File: src/rtl/clkdiv_slip_ctrl.sv
// clkdiv_slip_ctrl: holds an ICB_CLKDIV divider in reset until PLL lock, then phase-aligns it with BIT_SLIP pulses.
// Define CLKDIV_SLIP_CTRL_WDOG_EN to add the loss-of-alignment watchdog in LOCKED.
module clkdiv_slip_ctrl #(
    parameter int unsigned RST_HOLD_CYC = 16,
    parameter int unsigned SETTLE_CYC   = 8,
    parameter int unsigned SAMPLE_WIN   = 4,
    parameter int unsigned MAX_SLIP     = 4
) (
    input  logic       CLK,
    input  logic       RESET,
    input  logic       LOCK,
    input  logic       START,
    input  logic       ALIGN_OK,
    output logic       DIV_RST_N,
    output logic       DIV_BIT_SLIP,
    output logic       BUSY,
    output logic       DONE,
    output logic       FAIL,
    output logic       LOSS,
    output logic [3:0] SLIP_CNT
);

    localparam logic [7:0] HOLD_LAST   = 8'(RST_HOLD_CYC - 1);
    localparam logic [7:0] SETTLE_LAST = 8'(SETTLE_CYC - 1);
    localparam logic [7:0] WIN_LAST    = 8'(SAMPLE_WIN - 1);
    localparam logic [3:0] SLIP_MAX    = 4'(MAX_SLIP);

    typedef enum logic [2:0] {
        S_IDLE,
        S_RST_HOLD,
        S_SETTLE,
        S_CHECK,
        S_SLIP,
        S_LOCKED,
        S_FAIL
    } state_t;

    state_t     state_q, state_d;
    logic [7:0] cnt_q, cnt_d;
    logic [3:0] slip_cnt_q, slip_cnt_d;
    logic       slip_room;

    assign slip_room = (slip_cnt_q < SLIP_MAX);

`ifdef CLKDIV_SLIP_CTRL_WDOG_EN
    logic loss_q, loss_d;
`endif

    always_ff @(posedge CLK) begin
        if (RESET) begin
            state_q    <= S_IDLE;
            cnt_q      <= '0;
            slip_cnt_q <= '0;
        end else begin
            state_q    <= state_d;
            cnt_q      <= cnt_d;
            slip_cnt_q <= slip_cnt_d;
        end
    end

`ifdef CLKDIV_SLIP_CTRL_WDOG_EN
    always_ff @(posedge CLK) begin
        if (RESET) begin
            loss_q <= 1'b0;
        end else begin
            loss_q <= loss_d;
        end
    end
`endif

    // Lock loss overrides everything except reset; START only acts from IDLE, LOCKED and FAIL.
    always_comb begin
        state_d = state_q;
`ifdef CLKDIV_SLIP_CTRL_WDOG_EN
        loss_d  = 1'b0;
`endif
        case (state_q)
            S_IDLE: begin
                if (START && LOCK) begin
                    state_d = S_RST_HOLD;
                end
            end
            S_RST_HOLD: begin
                if (!LOCK) begin
                    state_d = S_IDLE;
                end else if (cnt_q == HOLD_LAST) begin
                    state_d = S_SETTLE;
                end
            end
            S_SETTLE: begin
                if (!LOCK) begin
                    state_d = S_IDLE;
                end else if (cnt_q == SETTLE_LAST) begin
                    state_d = S_CHECK;
                end
            end
            S_CHECK: begin
                if (!LOCK) begin
                    state_d = S_IDLE;
                end else if (!ALIGN_OK) begin
                    state_d = slip_room ? S_SLIP : S_FAIL;
                end else if (cnt_q == WIN_LAST) begin
                    state_d = S_LOCKED;
                end
            end
            S_SLIP: begin
                state_d = LOCK ? S_SETTLE : S_IDLE;
            end
            S_LOCKED: begin
                if (!LOCK) begin
                    state_d = S_IDLE;
                end else if (START) begin
                    state_d = S_RST_HOLD;
                end
`ifdef CLKDIV_SLIP_CTRL_WDOG_EN
                else if (!ALIGN_OK && (cnt_q == WIN_LAST)) begin
                    state_d = slip_room ? S_SLIP : S_FAIL;
                    loss_d  = 1'b1;
                end
`endif
            end
            S_FAIL: begin
                if (!LOCK) begin
                    state_d = S_IDLE;
                end else if (START) begin
                    state_d = S_RST_HOLD;
                end
            end
            default: begin
                state_d = S_IDLE;
            end
        endcase
    end

    // One shared counter: cycles-in-state for timed states, consecutive-zero run in LOCKED.
    always_comb begin
        cnt_d = '0;
        if (state_d == state_q) begin
            case (state_q)
                S_RST_HOLD, S_SETTLE, S_CHECK: cnt_d = cnt_q + 8'd1;
`ifdef CLKDIV_SLIP_CTRL_WDOG_EN
                S_LOCKED:                      cnt_d = ALIGN_OK ? 8'd0 : cnt_q + 8'd1;
`endif
                default:                       cnt_d = '0;
            endcase
        end
    end

    always_comb begin
        slip_cnt_d = slip_cnt_q;
        if ((state_d == S_RST_HOLD) && (state_q != S_RST_HOLD)) begin
            slip_cnt_d = '0;
        end else if ((state_q == S_SLIP) && slip_room) begin
            slip_cnt_d = slip_cnt_q + 4'd1;
        end
    end

    assign DIV_RST_N    = (state_q != S_IDLE) && (state_q != S_RST_HOLD);
    assign DIV_BIT_SLIP = (state_q == S_SLIP);
    assign BUSY         = (state_q == S_RST_HOLD) || (state_q == S_SETTLE) ||
                          (state_q == S_CHECK)    || (state_q == S_SLIP);
    assign DONE         = (state_q == S_LOCKED);
    assign FAIL         = (state_q == S_FAIL);
    assign SLIP_CNT     = slip_cnt_q;

`ifdef CLKDIV_SLIP_CTRL_WDOG_EN
    assign LOSS = loss_q;
`else
    assign LOSS = 1'b0;
`endif

endmodule

File: config.mk
export PLATFORM = sky130hd
export DESIGN_NAME = clkdiv_slip_ctrl
export DESIGN_NICKNAME = d
export VERILOG_FILES = /design/src/rtl/clkdiv_slip_ctrl.sv
export SDC_FILE = /design/constraint.sdc
export NUM_CORES = 1
export LEC_CHECK = 0
export ABC_AREA = 1
export CORE_MARGIN = 3
export CORE_UTILIZATION = 50
export CTS_CLUSTER_SIZE = 40
export DETAILED_ROUTE_END_ITERATION = 10
export MAX_ROUTING_LAYER = met4
export PLACE_DENSITY_LB_ADDON = 0.2
export SLEW_MARGIN = 20
export SYNTH_ARGS = -nofsm -noshare
export SYNTH_HDL_FRONTEND = slang
export SYNTH_SLANG_ARGS = --single-unit
File: constraint.sdc
create_clock -name CLK -period 1.8 [get_ports CLK]
set_input_delay 0.36 -clock CLK [delete_from_list [all_inputs] [get_ports CLK]]
set_output_delay 0.36 -clock CLK [all_outputs]
set_load 0.05 [all_outputs]
# Word level (Yosys, flattened, before mapping)
# Index checks and enable logic that the tools add are counted.
# Widths: inputs -> output; s select.
dict set report op_classes {
  shift 0
  n_bitwise 2
  n_reduce_logical 13
  order_cmp 1
  n_mux 13
  addsub 2
  n_eq_ne 12
  n_div 0
  multipliers 0
}
# cell n
set ops {}
lappend ops {{$mux 3} 10}
lappend ops {{$pmux 3 s6} 1}
lappend ops {{$eq 3x3->1 const B} 3}
lappend ops {{$add 8x1->8 const B} 1}
lappend ops {{$eq 8x2->1 const B} 1}
lappend ops {{$eq 8x3->1 const B} 1}
lappend ops {{$eq 8x4->1 const B} 1}
lappend ops {{$eq 3x1->1 const B} 2}
lappend ops {{$eq 3x2->1 const B} 2}
lappend ops {{$reduce_or 3->1} 2}
lappend ops {{$add 4x1->4 const B} 1}
lappend ops {{$logic_and 1x1->1} 4}
lappend ops {{$lt 4x3->1 const B} 1}
lappend ops {{$mux 2} 2}
lappend ops {{$reduce_or 2->1} 2}
lappend ops {{$eq 3x3->1} 1}
lappend ops {{$logic_not 3->1} 1}
lappend ops {{$logic_or 1x1->1} 3}
lappend ops {{$ne 3x1->1 const B} 1}
lappend ops {{$reduce_bool 3->1} 1}
lappend ops {{$not 1->1} 2}
dict set report totals {
  reg_bits 15
  output_inout_bits 10
  ram_bits 0
  elab_cells 46
  mem_bits_ro 0
  latch_bits 0
  n_memories 0
  inputBits 5
}

# Logic depth before layout (Yosys ltp)
dict set report logic_depth {
  word_depth 8
  depth_mapped 12
}

# Least setup slack after synthesis
# Ideal clock, no wire load.
dict set report synth_timing {
  path_kind {register to register}
  from {register state_q[1]}
  to {register slip_cnt_q[1] (netlist: SLIP_CNT[1])}
  path_slack_ps 190
  path_buffers 1
  required_time_ps 1686
  setup_ps 114
  arrival_ps 1496
  stages_incl_launch_ff 9
  cell_sequence {dfxtp_1 clkbuf_8 nor2_1 nand2_1 inv_1 nand2_1 mux2_2 inv_1 nor2_1}
}
# element line_no
set synth_lines {}
lappend synth_lines {{from (decl)} 38} ;# state_t state_q, state_d;
lappend synth_lines {{from (signal assigned)} 55} ;# state_q <= state_d;
lappend synth_lines {{$eq 3x3->1 (*)} n/a}
lappend synth_lines {{named net DIV_BIT_SLIP} 15} ;# output logic DIV_BIT_SLIP,
lappend synth_lines {{$pmux 3 s6} 77} ;# case (state_q)
lappend synth_lines {{$eq 3x1->1} 151} ;# if ((state_d == S_RST_HOLD) && (state_q != S_RST_HOLD)) begin
lappend synth_lines {{$logic_and 1x1->1} 151}
lappend synth_lines {{$reduce_or 2->1 (no line)} n/a}
lappend synth_lines {{to (signal assigned)} 57} ;# slip_cnt_q <= slip_cnt_d;
lappend synth_lines {{to (decl)} 40} ;# logic [3:0] slip_cnt_q, slip_cnt_d;
# The timed path passes the listed nets; every way through them passes the cells marked *.
# A chain may end at the register's enable or synchronous reset.

# Final worst setup path
dict set report layout_timing {
  from {register state_q[1]}
  to {output BUSY}
}
dict set report layout_between {
  elab_chain_len 4
}
# element line_no
set layout_lines {}
lappend layout_lines {{$eq 3x1->1 / $eq 3x2->1 (equally long branches)} 160} ;# assign BUSY = (state_q == S_RST_HOLD) || (state_q == S_SETTLE) ||
lappend layout_lines {{$logic_or 1x1->1 (2 in a row)} 160}
lappend layout_lines {{$logic_or 1x1->1 (*)} 161} ;# (state_q == S_CHECK) || (state_q == S_SLIP);
lappend layout_lines {{to (decl)} 16} ;# output logic BUSY,
# Mark *: on every way between the ends. The rest lies on a longest branch, timed or not.

==> run_summary.xml <==
<?xml version="1.0" encoding="UTF-8"?>
<metrics>
  <group name="global_route">
    <metric name="antenna_found_initial" unit="">0</metric>
    <metric name="grt_start_max_net_pins" unit="">11</metric>
    <metric name="first_pass_grt_wire_length" unit="um">3130</metric>
    <metric name="grt_pass1_vias" unit="">779</metric>
    <metric name="grt.overflow.total" unit="">0</metric>
    <metric name="grt_use_total" unit="%">20.2</metric>
  </group>
  <group name="clock_network">
    <metric name="cts-htree-levels" unit="">1</metric>
    <metric name="tritoncts" unit="">yes</metric>
    <metric name="path_clk_slew" unit="ps">100</metric>
    <metric name="cts_max_path_buffers" unit="">2</metric>
    <metric name="clock_latency" unit="ps">290</metric>
    <metric name="post-cts-setup-buffers" unit="">0</metric>
    <metric name="clock_sink_count" unit="">15</metric>
    <metric name="cts-buffers-inserted" unit="">3</metric>
    <metric name="clk_root_buffer_cell" unit="">clkbuf_4</metric>
  </group>
  <group name="worst_setup_path">
    <metric name="reg2reg_setup_slack" unit="ps">160</metric>
    <metric name="rr_endpoint" unit="">cnt_q[3]$_SDFF_PP0_</metric>
    <metric name="cp-end-kind" unit="">output port</metric>
    <metric name="crit_path_max_incr_delay" unit="ps">370</metric>
    <metric name="worst_endpoint_data_arrival_time" unit="ps">1380</metric>
    <metric name="path_buf_inv" unit="">2</metric>
    <metric name="critical_path.reg2reg.startpoint" unit="">cnt_q[0]$_SDFF_PP0_</metric>
    <metric name="path_cells" unit="">buf_4 &gt; o21ai_0 &gt; nand2_1 &gt; buf_12</metric>
    <metric name="crit_family" unit="">flip-flops</metric>
    <metric name="timing.reg2reg.worst_path_depth" unit="">8</metric>
    <metric name="critical_path.startpoint_type" unit="">flip-flop</metric>
    <metric name="worst-path-max-fanout" unit="">6</metric>
    <metric name="slowest_stage" unit="">dfxtp_1</metric>
    <metric name="path_class" unit="">flip-flop to output port</metric>
    <metric name="critPathRequiredTime" unit="ps">1440</metric>
  </group>
  <group name="min_path">
    <metric name="hp-start" unit="">cnt_q[0]$_SDFF_PP0_</metric>
    <metric name="timing.hold.worst.class" unit="">flip-flop to flip-flop</metric>
    <metric name="hold_path_end" unit="">cnt_q[0]$_SDFF_PP0_</metric>
    <metric name="whs_path_depth" unit="">1</metric>
  </group>
  <group name="floorplan">
    <metric name="die-height" unit="um">48.0</metric>
    <metric name="placementRows" unit="">14</metric>
    <metric name="die_width" unit="um">48.0</metric>
    <metric name="initial_util" unit="%">56.0</metric>
    <metric name="floorplan.die_area" unit="um^2">2310</metric>
    <metric name="core" unit="um^2">1580</metric>
    <metric name="io_pins" unit="">15</metric>
  </group>
  <group name="sta">
    <metric name="final_critical_path_setup_slack" unit="ps">64.8</metric>
    <metric name="setup_viol" unit="">0</metric>
    <metric name="finalSetupTns" unit="ps">0</metric>
    <metric name="max_clock_freq" unit="MHz">576</metric>
    <metric name="final-hold-violation-count" unit="">0</metric>
    <metric name="final.setup_skew" unit="ps">6.00</metric>
    <metric name="finalMaxSlewViolations" unit="">0</metric>
    <metric name="final.period_utilization" unit="%">96.4</metric>
    <metric name="period_needed" unit="ps">1740</metric>
    <metric name="grt_setup_unrepaired" unit="">no</metric>
  </group>
  <group name="status">
    <metric name="run_status" unit="">finished, final reports clean</metric>
  </group>
  <group name="placed_design">
    <metric name="weighted_congestion_at_the_end_of_routability_driven_global_placement" unit="">0.835</metric>
    <metric name="port-buffer-count" unit="">13</metric>
    <metric name="placement.cell_area" unit="um^2">1050</metric>
    <metric name="post-dp-hpwl" unit="um">1490</metric>
    <metric name="placement.setup.worst_slack" unit="ps">32.4</metric>
  </group>
  <group name="power">
    <metric name="power_per_cell_area" unit="nW/um^2">550</metric>
    <metric name="power" unit="uW">606</metric>
    <metric name="cellLeakagePower" unit="uW">0.000524</metric>
    <metric name="peakVddDrop" unit="mV">0.483</metric>
  </group>
  <group name="logic_synthesis">
    <metric name="synth.net_count" unit="">143</metric>
    <metric name="postSynthCellCount" unit="">136</metric>
    <metric name="ys_dominant_reg_cell" unit="">dfxtp_1</metric>
    <metric name="post_synth.cell_area_avg" unit="um^2">6.50</metric>
    <metric name="cell_types_occupying_the_most_area_after_synthesis" unit="">dfxtp_1, nand2_1, nor2_1</metric>
    <metric name="synth-edff-count" unit="">0</metric>
    <metric name="synth_warnings" unit="">0</metric>
    <metric name="netlist_area" unit="um^2">883</metric>
    <metric name="yosys-top-cells-count" unit="">nand2_1, nor2_1, inv_1</metric>
    <metric name="synth_top_cell_area_share" unit="%">34.0</metric>
    <metric name="yosys.cell_count.top_type" unit="">nand2_1</metric>
    <metric name="synth_top_cell_by_area" unit="">dfxtp_1</metric>
    <metric name="ys_ff_latch" unit="">15</metric>
    <metric name="synth-seq-area-share" unit="%">34.0</metric>
    <metric name="synthArstFlopShare" unit="%">0</metric>
    <metric name="synth.distinct_cells" unit="">21</metric>
  </group>
  <group name="drt">
    <metric name="drtPass1Iterations" unit="">4</metric>
    <metric name="remaining_drc_errors" unit="">0</metric>
    <metric name="ant_nets" unit="">0</metric>
    <metric name="wl_per_cell" unit="um">11.2</metric>
    <metric name="detailed_route_wl" unit="um">1900</metric>
    <metric name="drt_iter0_drc" unit="">24</metric>
    <metric name="routed_via_density" unit="">5.18</metric>
    <metric name="route.vias.total" unit="">875</metric>
  </group>
  <group name="cells_and_area">
    <metric name="stdcell_area" unit="um^2">1100</metric>
    <metric name="antenna-diode-count" unit="">0</metric>
    <metric name="post_route_cells_drive_above_1_share" unit="%">17.6</metric>
    <metric name="fill_cells" unit="">134</metric>
    <metric name="syn2layout_area_growth" unit="%">24.8</metric>
    <metric name="fin_nets" unit="">161</metric>
  </group>
  <group name="flow_run">
    <metric name="timing.max_cap.violations" unit="">0</metric>
  </group>
</metrics>
## layout by cell type, fill, tap and decap left out
| cell | synthesis | routed |
|---|---|---|
| a21oi_1 | 3 | 3 |
| a21oi_2 | 1 | 1 |
| a31oi_1 | 1 | 1 |
| buf_12 | 0 | 4 |
| buf_4 | 1 | 7 |
| clkbuf_4 | 0 | 3 |
| clkdlybuf4s50_1 | 0 | 4 |
| clkinvlp_4 | 0 | 1 |
| conb_1 | 1 | 1 |
| dfxtp_1 | 15 | 14 |
| dfxtp_2 | 0 | 1 |
| ha_1 | 2 | 1 |
| ha_2 | 0 | 1 |
| inv_1 | 20 | 19 |
| inv_2 | 0 | 1 |
| mux2_2 | 1 | 1 |
| nand2_1 | 32 | 32 |
| nand2_2 | 3 | 3 |
| nand3_1 | 11 | 11 |
| nand4_1 | 1 | 1 |
| nor2_1 | 22 | 22 |
| nor3_1 | 10 | 8 |
| nor3_2 | 0 | 2 |
| o21ai_0 | 3 | 3 |
| o21ai_2 | 1 | 1 |
| o21bai_2 | 0 | 1 |
| xnor2_1 | 3 | 3 |
| xor2_1 | 3 | 3 |
## worst register-to-register path, stage by stage (launching register included)
cell	delay (ps)
dfxtp_1	370
ha_2	220
nand3_1	150
o21ai_0	220
nand3_1	110
o21bai_2	170
nand2_1	90
nand2_2	150
nor3_1	80
## registers in the layout, summed over array words and instances (netlist names)
register  count
state_q       3
cnt_q         8
SLIP_CNT      4
## cell families (layout without fill, tap and decap cells)
logic type	count (synthesis)	count (layout)	share of synthesized area, %
flops	15	15	34.0
compound gates	10	10	6.94
buf+inv	22	39	10.9
mux	1	1	1.27
simple gates	79	79	37.7
other cells	1	1	0.425
xor+xnor	6	6	5.95
fa+ha+maj	2	2	2.83
## cell type report
type,instances,area (um^2),area share (%)
clock buffers,3,22.5,2.04
clock inverters,1,7.51,0.681
inverters,20,75.1,6.81
multi-input cells,99,503,45.6
flip-flops and latches,15,302,27.4
well taps,16,20.0,1.82
repair buffers,15,173,15.7
## repair_timing
| item | 4_1_cts | 5_1_grt |
|---|---|---|
| hold buffers | 0 | 0 |
| resized for setup | 1 | 5 |
| endpoints found under the setup margin | 1 | 13 |
## per-layer routing
metal  GRT usage (%)  routed length, um  part of all wire, %  vias up
li1                -                  -                    -      460
met1            27.0                916                   48      389
met2            29.3                864                   45       22
met3            2.26                 87                  4.6        4
met4            11.3                 31                  1.6        0
met5               -                  0                    0        -
## worst max-delay path by stage
stage,from,to,depth (start not counted)
floorplan,state_q[1]$_SDFF_PP0_,SLIP_CNT[1]$_SDFFE_PP0P_,8
global placement,ALIGN_OK,cnt_q[0]$_SDFF_PP0_,9
detailed placement,ALIGN_OK,cnt_q[3]$_SDFF_PP0_,9
CTS,state_q[0]$_SDFF_PP0_,DIV_RST_N,6
global route,cnt_q[0]$_SDFF_PP0_,cnt_q[3]$_SDFF_PP0_,9
finish,state_q[1]$_SDFF_PP0_,BUSY,4
## where the power goes
group / total (uW) / internal, uW / switching (uW)
Sequential: 336 / 334 / 2.37
Clock: 202 / 84.6 / 117
Combinational: 67.8 / 24.7 / 43.1
Total: 606 / 443 / 163
## metrics by stage
stage	hold WS (ps)	util, %	instances
after floorplan	429	-	136
after global placement	446	66.9	165
after detailed placement	452	66.9	165
after CTS	466	69.1	169
after global routing	494	69.9	169
final	467	69.9	169
Power figures use the tool's default switching activity.
